`src/rtl/mult_div_unit.sv`:
```
// Iterative signed multiply / divide unit: one shift-add or restoring
// shift-subtract step per clock, with sign correction at the end.
module mult_div_unit #(
   parameter int WIDTH = 32
) (
   input  logic             clk,
   input  logic             reset,
   input  logic             start,
   input  logic             mode,
   input  logic [WIDTH-1:0] a,
   input  logic [WIDTH-1:0] b,
   output logic [WIDTH-1:0] hi,
   output logic [WIDTH-1:0] lo,
   output logic             busy,
   output logic             done,
   output logic             div0
);

   localparam int CW = $clog2(WIDTH) + 1;

   typedef enum logic [2:0] {IDLE, PREP, CALC, FIX, DONE} state_t;

   state_t state, state_next;

   logic [CW-1:0]    count;
   logic             mode_r, sign_a, sign_b;
   logic [WIDTH-1:0] a_r, b_r, opnd, acc, low;

   logic               last_iter, div_by_zero;
   logic [WIDTH-1:0]   a_mag, b_mag;
   logic [WIDTH:0]     mul_sum, div_shift, div_diff;
   logic [2*WIDTH-1:0] product, product_fix;
   logic [WIDTH-1:0]   quot_fix, rem_fix;

   assign last_iter   = (count == CW'(WIDTH - 1));
   assign div_by_zero = mode_r && (b_r == '0);

   // Magnitudes are unsigned, so negating MIN yields 2^(WIDTH-1) as wanted
   assign a_mag = a_r[WIDTH-1] ? -a_r : a_r;
   assign b_mag = b_r[WIDTH-1] ? -b_r : b_r;

   // acc/low form the running product (multiply) or remainder/quotient (divide)
   assign mul_sum   = {1'b0, acc} + (low[0] ? {1'b0, opnd} : '0);
   assign div_shift = {acc, low[WIDTH-1]};
   assign div_diff  = div_shift - {1'b0, opnd};

   assign product     = {acc, low};
   assign product_fix = (sign_a ^ sign_b) ? -product : product;
   assign quot_fix    = (sign_a ^ sign_b) ? -low : low;
   assign rem_fix     = sign_a ? -acc : acc;

   // State register
   always_ff @(posedge clk or negedge reset) begin
      if (!reset) state <= IDLE;
      else        state <= state_next;
   end

   // Next-state logic
   always_comb begin
      state_next = state;
      case (state)
         IDLE:    if (start) state_next = PREP;
         PREP:    state_next = div_by_zero ? DONE : CALC;
         CALC:    if (last_iter) state_next = FIX;
         FIX:     state_next = DONE;
         DONE:    state_next = IDLE;
         default: state_next = IDLE;
      endcase
   end

   // Datapath and registered outputs
   always_ff @(posedge clk or negedge reset) begin
      if (!reset) begin
         count  <= '0;
         mode_r <= 1'b0;
         sign_a <= 1'b0;
         sign_b <= 1'b0;
         a_r    <= '0;
         b_r    <= '0;
         opnd   <= '0;
         acc    <= '0;
         low    <= '0;
         hi     <= '0;
         lo     <= '0;
         busy   <= 1'b0;
         done   <= 1'b0;
         div0   <= 1'b0;
      end else begin
         case (state)
            IDLE: begin
               if (start) begin
                  a_r    <= a;
                  b_r    <= b;
                  mode_r <= mode;
                  busy   <= 1'b1;
               end
            end
            PREP: begin
               sign_a <= a_r[WIDTH-1];
               sign_b <= b_r[WIDTH-1];
               count  <= '0;
               acc    <= '0;
               opnd   <= mode_r ? b_mag : a_mag;
               low    <= mode_r ? a_mag : b_mag;
               if (div_by_zero) begin
                  div0 <= 1'b1;
                  done <= 1'b1;
               end
            end
            CALC: begin
               count <= count + 1'b1;
               if (!mode_r) begin
                  acc <= mul_sum[WIDTH:1];
                  low <= {mul_sum[0], low[WIDTH-1:1]};
               end else begin
                  acc <= div_diff[WIDTH] ? div_shift[WIDTH-1:0] : div_diff[WIDTH-1:0];
                  low <= {low[WIDTH-2:0], ~div_diff[WIDTH]};
               end
            end
            FIX: begin
               if (!mode_r) begin
                  hi <= product_fix[2*WIDTH-1:WIDTH];
                  lo <= product_fix[WIDTH-1:0];
               end else begin
                  hi <= rem_fix;
                  lo <= quot_fix;
               end
               div0 <= 1'b0;
               done <= 1'b1;
            end
            DONE: begin
               done <= 1'b0;
               busy <= 1'b0;
            end
            default: ;
         endcase
      end
   end

endmodule

```
`config.mk`:
```
export PLATFORM = sky130hd
export DESIGN_NAME = mult_div_unit
export DESIGN_NICKNAME = d
export VERILOG_FILES = /design/src/rtl/mult_div_unit.sv
export SDC_FILE = /design/constraint.sdc
export NUM_CORES = 1
export LEC_CHECK = 0
export CELL_PAD_IN_SITES_DETAIL_PLACEMENT = 1
export CELL_PAD_IN_SITES_GLOBAL_PLACEMENT = 2
export CORE_AREA = 2 2 239 241
export DETAILED_ROUTE_END_ITERATION = 10
export DIE_AREA = 0 0 241 243
export PLACE_DENSITY = 0.69
export SYNTH_ARGS = -nofsm -noshare
export SYNTH_HDL_FRONTEND = slang
export SYNTH_SLANG_ARGS = --single-unit
```
`constraint.sdc`:
```
create_clock -name clk -period 3.3 [get_ports clk]
set_input_delay 0.33 -clock clk [delete_from_list [all_inputs] [get_ports clk]]
set_output_delay 0.33 -clock clk [all_outputs]
set_load 0.02 [all_outputs]
```
==> impl_metrics.ini <==
[global_routing]
grt_pass1_vias = 16700
grt_pass1_wl_microns = 101000
grt_max_degree = 90
grt_usage_pct = 22.3
globalRoute.totalOverflow = 0
antenna_found_initial = 0

[detailed_routing]
dr_total_vias = 16300
drt_iter0_drc = 720
viasPerCell = 5.24
drc = 0
wl_per_cell_microns = 21.5
ant_nets = 0
drt_wl_total_microns = 67000
firstDrtPassIters = 5

[die]
row_count = 87
die_h_microns = 243
core_sq_um = 56000
fp.dieW_microns = 241
start_util_pct = 29.8
io_pins = 135
design.die.area_sq_um = 58600

[setup_path]
worstPathRequired_ps = 3760
crit_start = low[0]$_DFFE_PN0P_
crit_type = flop to flop
arrival_ps = 3760
path_max_fanout = 4
cp-end-kind = flop
critPathLaunchType = flop
worstReg2RegStart = low[0]$_DFFE_PN0P_

[timing]
fmax_mhz = 303
whs_ps = 235
fin_skew_ps = 10.7
slew_violations = 0
final-setup-viol-count = 0
final.setup.tns_ps = 0
finalCritPeriodShare_pct = 99.9
final-hold-violation-count = 0
fin_crit_ps = 3300
setup_slack_ps = 2.70
rsz0062_at_grt = true
worstMarginPinSlew_ps = 781
maxSlewHeadroom_pct = 47.9

[power_and_ir_drop]
p_switching_mw = 14.3
pwr-share-comb_pct = 68.7
seq_power_share_pct = 19.1
internal-power_mw = 15.3
total_power_mw = 29.6
p_per_area_nw_per_um2 = 1290
p_sw_share_pct = 48.4
leakagePower_nw = 9.85
max-vdd-ir-drop_v = 0.000545
clock_power_share_pct = 12.1

[synthesis]
seq_area_frac_synth_pct = 35.9
synth_warnings = 0
synth_cell_types = 77
synth.largest_area_cell = dfrtp_1
synth_area_per_cell_sq_um = 8.49
synth-async-reset-ratio_pct = 100
synthCells = 1964
yosys-top-cells-count = nand2_1, dfrtp_1, o21ai_0, nor2_1, a21oi_1
syn-cell-area_sq_um = 16700
synth-edff-count = 0
synth.top_cell.area_share_pct = 35.9
ys.flop_type = dfrtp_1
ys_seq_elements = 239
synth_area_leaders = dfrtp_1, o21ai_0, nand2_1
synth_most_common_cell = nand2_1
syn_nets = 2103

[clock_tree]
h-tree-depth = 1
cts_tree = yes
numCtsBuffers = 31
path_clk_slew_ps = 70
cts_root_buf = clkbuf_16
clk_path_buf_depth = 3
clock_sinks = 239
insertion_delay_ps = 610

[run]
cap_violations = 0

[final_layout]
fill_cells = 6547
drive_gt1_share_pct = 25.1
fin_cells = 3108
num_antenna_cells = 0
area_growth_pct = 37.8
nNetsFinal = 2466

[placement]
io_buffers = 134
gp_congestion = 0.907
dp.cells = 3009
detailedPlace.worstSlack_ps = -441
dp_hpwl_microns = 52100

[status]
status = complete, no violations

[worst_hold_path]
hold_path.class = primary input to async pin
## flip-flops by register name, summed over array words and instances (netlist names), 3 cells and up
register	cells
a_r	32
acc	32
b_r	32
count	6
hi	32
lo	32
low	32
opnd	32
state	3
## critical path: stages, from the launching register on
cell and delay (ps):
dfrtp_2 450, buf_4 150, and2_1 130, ha_1 210
inv_1 80, fa_1 200, nor2b_2 60, o21bai_2 150
a31oi_2 150, or3b_4 440, nand4b_1 160, a21boi_2 90
o21a_1 210, or3_1 330, a32oi_2 240, o21ai_1 100
## power by group through the flow
stage	sequential [mW]	combinational, mW	clock [mW]
after floorplan	5.74	10.4	0
after global placement	5.61	18.0	0
after detailed placement	5.68	18.4	0
after CTS	5.64	18.9	3.68
after global routing	5.86	22.1	3.78
final	5.66	20.3	3.58
## what timing repair did
action / 4_1_cts / 5_1_grt
hold buffers: 1 / 0
endpoints found under the hold margin: 48 / 0
pin swaps: 40 / 69
setup buffers: 17 / 22
endpoints found under the setup margin: 45 / 60
resized for setup: 56 / 152
cloned: 0 / 3
## through the flow
stage	area, sq um	utilization [%]
after floorplan	16700	-
after global placement	20700	37.0
after detailed placement	20700	37.0
after CTS	22100	39.5
after global routing	23000	41.1
final	23000	41.1
## cells by family after synthesis
logic type	share of synthesized area, %
buf+inv	3.95
fa+ha+maj	5.42
xor+xnor	9.30
compound gates	22.2
mux	6.70
simple gates	16.6
flops	35.9
## worst paths after layout
kind,endpoint,slack (ps),cells past startpoint
hold reg to reg,hi[17]$_DFFE_PN0P_,480,2
max in group asynchronous,a_r[12]$_DFFE_PN0P_,2120,3
hold / removal,hi[2]$_DFFE_PN0P_,230,2
min in group clk,a_r[1]$_DFFE_PN0P_,280,3
setup reg to reg,acc[27]$_DFFE_PN0P_,3,15
setup / recovery,acc[27]$_DFFE_PN0P_,3,15
## cells in the final DEF, fill, tap and decap left out, types with 10 or more instances in the layout
cell / synthesis / final
mux2_2: 61 / 60
nor2_4: 0 / 12
nor2_2: 1 / 10
xor2_1: 70 / 67
nand3_1: 26 / 23
nor4_1: 14 / 12
a21oi_2: 1 / 22
o21ai_0: 237 / 205
a21oi_1: 129 / 106
nor2_1: 149 / 128
or4_1: 11 / 10
clkdlybuf4s50_1: 0 / 133
inv_1: 60 / 54
dfrtp_1: 239 / 235
a211oi_1: 18 / 13
nand2_1: 257 / 248
mux2i_1: 43 / 43
xnor2_1: 105 / 104
nor3_1: 35 / 31
a21o_1: 29 / 29
clkbuf_16: 0 / 34
o21ai_1: 4 / 31
buf_4: 0 / 290
o31ai_1: 28 / 23
o221ai_1: 27 / 26
nand2b_1: 13 / 11
or3_1: 23 / 21
ha_1: 69 / 56
o211ai_1: 24 / 24
a22oi_1: 18 / 18
ha_4: 0 / 11
o41ai_1: 13 / 11
## final cells by class
class                           count  area [sq um]  area share (%)
Tap cell                          756           946            4.12
Timing Repair Buffer              443          3860            16.8
Inverter                           61           231            1.01
Sequential cell                   239          5990            26.1
Clock inverter                     21           235            1.02
Multi-Input combinational cell   1551         10900            47.3
Clock buffer                       37           848            3.69
## metal layers
layer | vias to the layer above | GRT usage (%) | share of wire, %
met5 | - | 0 | 0
met1 | 8089 | 30.4 | 46
li1 | 7772 | - | -
met2 | 315 | 36.4 | 47
met3 | 95 | 2.73 | 3.5
met4 | 0 | 7.44 | 3.5
Power figures use the tool's default switching activity.
